[config.mk]
export PLATFORM = sky130hd
export DESIGN_NAME = mem_arbiter
export DESIGN_NICKNAME = d
export VERILOG_FILES = /design/src/rtl/mem_arbiter_pkg.sv /design/src/rtl/mem_lane_align.sv /design/src/rtl/mem_arbiter.sv
export SDC_FILE = /design/constraint.sdc
export NUM_CORES = 1
export LEC_CHECK = 0
export BUFFER_PORTS_ARGS = -buffer_cell sky130_fd_sc_hd__buf_4
export CORE_AREA = 3 3 101 103
export CTS_CLUSTER_SIZE = 10
export DETAILED_ROUTE_END_ITERATION = 7
export DIE_AREA = 0 0 104 106
export PLACE_DENSITY_LB_ADDON = 0.05
export SLEW_MARGIN = 20
export SYNTH_ARGS = -nofsm -noshare
export SYNTH_HDL_FRONTEND = slang
export SYNTH_HIERARCHICAL = 1
export SYNTH_SLANG_ARGS = --single-unit
[constraint.sdc]
create_clock -name clk -period 3.95 [get_ports clk]
set_input_delay 0.79 -clock clk [delete_from_list [all_inputs] [get_ports clk]]
set_output_delay 0.79 -clock clk [all_outputs]
set_load 0.01 [all_outputs]
[src/rtl/mem_arbiter_pkg.sv]
// Shared encodings for the memory arbiter: load/store widths, FSM states, RAM strobe levels.
// S_TURN exists only when WRITE_TURNAROUND_EN is defined.
package mem_arbiter_pkg;

    typedef enum logic [2:0] {
        MemOpB  = 3'b000,
        MemOpH  = 3'b001,
        MemOpW  = 3'b010,
        MemOpBU = 3'b100,
        MemOpHU = 3'b101
    } mem_op_e;

    typedef enum logic [1:0] {
        S_IDLE  = 2'd0,
        S_FETCH = 2'd1
`ifdef WRITE_TURNAROUND_EN
        ,
        S_TURN  = 2'd2
`endif
    } state_e;

    localparam logic ChipEnable  = 1'b1;
    localparam logic WriteEnable = 1'b1;

endpackage

[src/rtl/mem_lane_align.sv]
// Combinational byte-lane steering: store lane replication, load extraction/extension,
// and alignment/opcode checking for one MEM access.
module mem_lane_align
    import mem_arbiter_pkg::*;
(
    input  logic [2:0]  op_i,
    input  logic [1:0]  addr_i,
    input  logic [31:0] wdata_i,
    input  logic [31:0] rdata_i,
    output logic [3:0]  sel_o,
    output logic [31:0] wdata_o,
    output logic [31:0] rdata_o,
    output logic        addr_err_o
);

    logic [7:0]  byte_lane;
    logic [15:0] half_lane;

    always_comb begin
        byte_lane  = rdata_i[{addr_i, 3'b000} +: 8];
        half_lane  = addr_i[1] ? rdata_i[31:16] : rdata_i[15:0];
        sel_o      = 4'b0000;
        wdata_o    = 32'h0;
        rdata_o    = 32'h0;
        addr_err_o = 1'b0;
        case (op_i)
            MemOpB, MemOpBU: begin
                sel_o   = 4'b0001 << addr_i;
                wdata_o = {4{wdata_i[7:0]}};
                rdata_o = (op_i == MemOpB) ? {{24{byte_lane[7]}}, byte_lane}
                                           : {24'h0, byte_lane};
            end
            MemOpH, MemOpHU: begin
                sel_o      = addr_i[1] ? 4'b1100 : 4'b0011;
                wdata_o    = {2{wdata_i[15:0]}};
                rdata_o    = (op_i == MemOpH) ? {{16{half_lane[15]}}, half_lane}
                                              : {16'h0, half_lane};
                addr_err_o = addr_i[0];
            end
            MemOpW: begin
                sel_o      = 4'b1111;
                wdata_o    = wdata_i;
                rdata_o    = rdata_i;
                addr_err_o = |addr_i;
            end
            default: addr_err_o = 1'b1;
        endcase
    end

endmodule

[src/rtl/mem_arbiter.sv]
// Single-port RAM arbiter between IF and MEM; a MEM access stalls the pipe one cycle and
// IF is served in the following slot. Define WRITE_TURNAROUND_EN for an idle cycle after stores.
module mem_arbiter
    import mem_arbiter_pkg::*;
#(
    parameter int ADDR_W = 32,
    parameter int RAM_AW = 20
) (
    input  logic              clk,
    input  logic              rst,
    input  logic              if_ce_i,
    input  logic [ADDR_W-1:0] if_addr_i,
    output logic [31:0]       if_inst_o,
    input  logic              mem_ce_i,
    input  logic              mem_we_i,
    input  logic [2:0]        mem_op_i,
    input  logic [ADDR_W-1:0] mem_addr_i,
    input  logic [31:0]       mem_data_i,
    output logic [31:0]       mem_data_o,
    output logic              addr_err_o,
    output logic              stall_req_o,
    output logic              ram_ce_o,
    output logic              ram_we_o,
    output logic [RAM_AW-1:0] ram_addr_o,
    output logic [3:0]        ram_sel_o,
    output logic [31:0]       ram_wdata_o,
    input  logic [31:0]       ram_rdata_i
);

    state_e      state_q, state_d;
    logic [31:0] rdata_q;
    logic [3:0]  lane_sel;
    logic [31:0] lane_wdata, lane_rdata;
    logic        lane_err, mem_valid;
    logic        unused;

    mem_lane_align u_lane (
        .op_i       (mem_op_i),
        .addr_i     (mem_addr_i[1:0]),
        .wdata_i    (mem_data_i),
        .rdata_i    (ram_rdata_i),
        .sel_o      (lane_sel),
        .wdata_o    (lane_wdata),
        .rdata_o    (lane_rdata),
        .addr_err_o (lane_err)
    );

    assign mem_valid  = mem_ce_i & ~lane_err;
    assign addr_err_o = ~rst & mem_ce_i & lane_err;
    assign unused     = ^{if_addr_i[ADDR_W-1:RAM_AW+2], if_addr_i[1:0],
                          mem_addr_i[ADDR_W-1:RAM_AW+2]};

    always_ff @(posedge clk) begin
        if (rst) begin
            state_q <= S_IDLE;
            rdata_q <= 32'h0;
        end else begin
            state_q <= state_d;
            // Stores leave zero so the completion slot reports no load data.
            if (state_q == S_IDLE && mem_valid)
                rdata_q <= mem_we_i ? 32'h0 : lane_rdata;
        end
    end

    always_comb begin
        state_d     = state_q;
        ram_ce_o    = 1'b0;
        ram_we_o    = ~WriteEnable;
        ram_addr_o  = if_addr_i[RAM_AW+1:2];
        ram_sel_o   = 4'b1111;
        ram_wdata_o = 32'h0;
        if_inst_o   = 32'h0;
        mem_data_o  = 32'h0;
        stall_req_o = 1'b0;
        case (state_q)
            S_IDLE: begin
                if (mem_valid) begin
                    ram_ce_o    = ChipEnable;
                    ram_we_o    = mem_we_i ? WriteEnable : ~WriteEnable;
                    ram_addr_o  = mem_addr_i[RAM_AW+1:2];
                    ram_sel_o   = lane_sel;
                    ram_wdata_o = lane_wdata;
                    stall_req_o = 1'b1;
`ifdef WRITE_TURNAROUND_EN
                    state_d     = mem_we_i ? S_TURN : S_FETCH;
`else
                    state_d     = S_FETCH;
`endif
                end else begin
                    ram_ce_o  = if_ce_i;
                    if_inst_o = ram_rdata_i;
                end
            end
            S_FETCH: begin
                ram_ce_o   = if_ce_i;
                if_inst_o  = ram_rdata_i;
                mem_data_o = rdata_q;
                state_d    = S_IDLE;
            end
`ifdef WRITE_TURNAROUND_EN
            S_TURN: begin
                stall_req_o = 1'b1;
                state_d     = S_FETCH;
            end
`endif
            default: state_d = S_IDLE;
        endcase
        if (rst) begin
            ram_ce_o    = 1'b0;
            ram_we_o    = ~WriteEnable;
            stall_req_o = 1'b0;
            if_inst_o   = 32'h0;
            mem_data_o  = 32'h0;
        end
    end

endmodule

==> impl_metrics.ini <==
[floorplan]
start_util_pct = 35.69
fp-row-count = 35
die_x_um = 104
ios = 260
core_area_um2 = 9284
dieArea_um2 = 11020
fp.dieH_um = 106

[global_route]
grt_pass1_vias = 3659
grt_max_degree = 58
met3_usage_pct = 4.372
grt_use_met2_pct = 38.07
antenna_found_initial = 0
grt_usage_pct = 21.91
grt_pass1_wl_um = 19870
gr-usage-met1_pct = 28.15
grt_remaining_overflow = 0
grt-busiest-layer = met2

[timing]
min_period_ns = 3.563
fin_tns_setup_ns = 0
clock.fmax_ghz = 0.2807
rsz0062_at_grt = no
setup_violations = 0
hold_viol_final = 0
tightest_slew_ns = 1.013
finClkSkew_ns = 0.006738
slew_headroom_pct = 32.32
fin_crit_sh_pct = 90.20
slew_viol_final = 0

[routing]
routed_wirelength_um = 12810
ant_nets = 0
drcViolationCount = 0
dr.pass1.iters = 5
vias = 3951
wire_per_inst_um = 16.30
vias_per_cell = 5.027
first_iter_violations = 238

[clocking]
cts_setup_buffers = 0
cts_buffers = 5
cts-root-buf = clkbuf_8
cts_resized = 0
cts_tree = done
clock-sinks = 33
clk_pin_slew_ns = 0.07
htree_levels = 2
clk_latency_ns = 0.29
clk_path_buf_depth = 2
cts_hold_buffers = 0

[place]
placed_cell_area_um2 = 5051
gp_routability_congestion = 0.7835
dp.cells = 778
port_buffers = 237
dp_hpwl_um = 9861

[synth]
synth_edf_count = 0
synth_flop_cell = dfxtp_1
syn_nets = 582
ys_ff_latch = 33
ys_seq_area_share_pct = 19.94
syn-instance-count = 446
syn-mean-instance-area_um2 = 7.429
netlist_area_um2 = 3313
async_flop_share_pct = 0
ys_warn_count = 6
synth_cell_types = 40

[min_path]
min_path_type = reg2reg

[job]
cap_violations = 0

[critical_path]
arrival_ns = 2.77
critPathRequiredTime_ns = 3.16
end_kind = primary output
startpoint_type = input port
path_class = in2out
crit_fanout = 53

[power_and_ir_drop]
ir_drop_uv = 129.0
power.density_nw_per_um2 = 215.7
fin_total_pwr_mw = 1.115
leakage_nw = 2.655

[finish]
nNetsFinal = 792
layout.cells.non_filler = 786
n_antenna_cell = 0
stdcell_area_um2 = 5167
drive_gt1_share_pct = 41.55
syn_to_final_growth_pct = 55.97

[status]
status = finished clean
==> Yosys cell counts, types with 2 or more instances <==
library cell / instances / area share (%)
a21o_1: 14 / 3.2
a21oi_1: 11 / 1.7
a221o_1: 7 / 2.1
a22o_1: 33 / 8.7
a22oi_1: 8 / 1.8
and2_1: 97 / 18
and2b_1: 3 / 0.68
buf_2: 11 / 1.7
buf_4: 11 / 2.5
buf_6: 5 / 1.7
clkbuf_1: 14 / 1.6
dfxtp_1: 33 / 20
inv_1: 9 / 1.0
mux2_2: 6 / 2.0
mux2_4: 3 / 1.4
mux2i_1: 10 / 3.0
nand2_1: 61 / 6.9
nand2b_1: 5 / 0.94
nand3_1: 24 / 3.6
nor2_1: 17 / 1.9
nor2b_1: 7 / 1.3
nor3b_1: 2 / 0.45
nor3b_4: 2 / 1.1
o211ai_1: 16 / 3.6
o21ai_0: 19 / 2.9
o21ai_1: 2 / 0.30
o31ai_1: 2 / 0.45
or3b_4: 2 / 0.68
==> cell usage in the layout (no fill, tap or decap), types with 8 or more instances in the layout <==
cell      Yosys  layout
dfxtp_1      33      33
a21oi_1      11      11
inv_1         9       9
mux2i_1      10      10
a22oi_1       8       8
and2_1       97      97
nand3_1      24      24
nor2_1       17      17
a21o_1       14      14
nand2_1      61      61
a22o_1       33      33
o21ai_0      19      19
buf_4        11     246
o211ai_1     16      16
==> cell families (layout without fill, tap and decap cells) <==
kind of cell / Yosys count / in the layout / synth area share (%)
simple gates: 227 / 227 / 38.37
compound gates: 115 / 115 / 26.10
buf+inv: 52 / 263 / 9.176
flops: 33 / 33 / 19.94
mux: 19 / 19 / 6.420
==> state kept, by name, summed over array words and instances (netlist names) <==
register	cells
state_q	1
rdata_q	32
==> layout make-up <==
| cell class | count | area (um^2) |
|---|---|---|
| fillers | 932 | 4116 |
| multi-input cells | 361 | 2349 |
| repair buffers | 246 | 1847 |
| flip-flops and latches | 33 | 660.6 |
| well taps | 129 | 161.4 |
| clock buffers | 7 | 86.33 |
| inverters | 9 | 33.78 |
| clock inverters | 1 | 30.03 |
==> final timing paths <==
path              slack [ns]            end  cells after the start        start
setup / recovery        0.39  if_inst_o[19]                      8  mem_op_i[0]
hold reg to reg         0.47    rdata_q[29]                      1  rdata_q[29]
hold / removal          0.47    rdata_q[29]                      1  rdata_q[29]
setup reg to reg        2.10    rdata_q[23]                      4   state_q[0]
==> metal layers <==
metal / wire length, um / share of wire [%] / up-vias
li1: - / - / 1965
met1: 5417 / 42 / 1799
met2: 6318 / 49 / 173
met3: 882 / 6.9 / 14
met4: 193 / 1.5 / 0
met5: 0 / 0 / -
==> critical path, cell delays in order <==
cell and delay, ns:
buf_4 0.26, a21oi_1 0.11, a21oi_1 0.19, buf_4 0.19, nor3b_4 0.05, nor2_4 0.76, and2_1 0.24, buf_4 0.13
==> per-stage QoR <==
step / setup slack, ns / hold WS, ns / util, %
floorplan: 0.7802 / 0.4404 / -
global placement: 0.3729 / 0.4535 / 54.41
detailed placement: 0.3760 / 0.4559 / 54.41
CTS: 0.3771 / 0.4749 / 55.66
global route: 0.2454 / 0.4855 / 55.66
finish: 0.3873 / 0.4708 / 55.66
==> power breakdown <==
| part | internal, mW | switching (mW) | total, mW |
|---|---|---|---|
| combinational | 0.225 | 0.213 | 0.438 |
| sequential | 0.339 | 0.00349 | 0.342 |
| clock | 0.206 | 0.128 | 0.334 |
No activity file was read; power rests on OpenSTA's default activity.
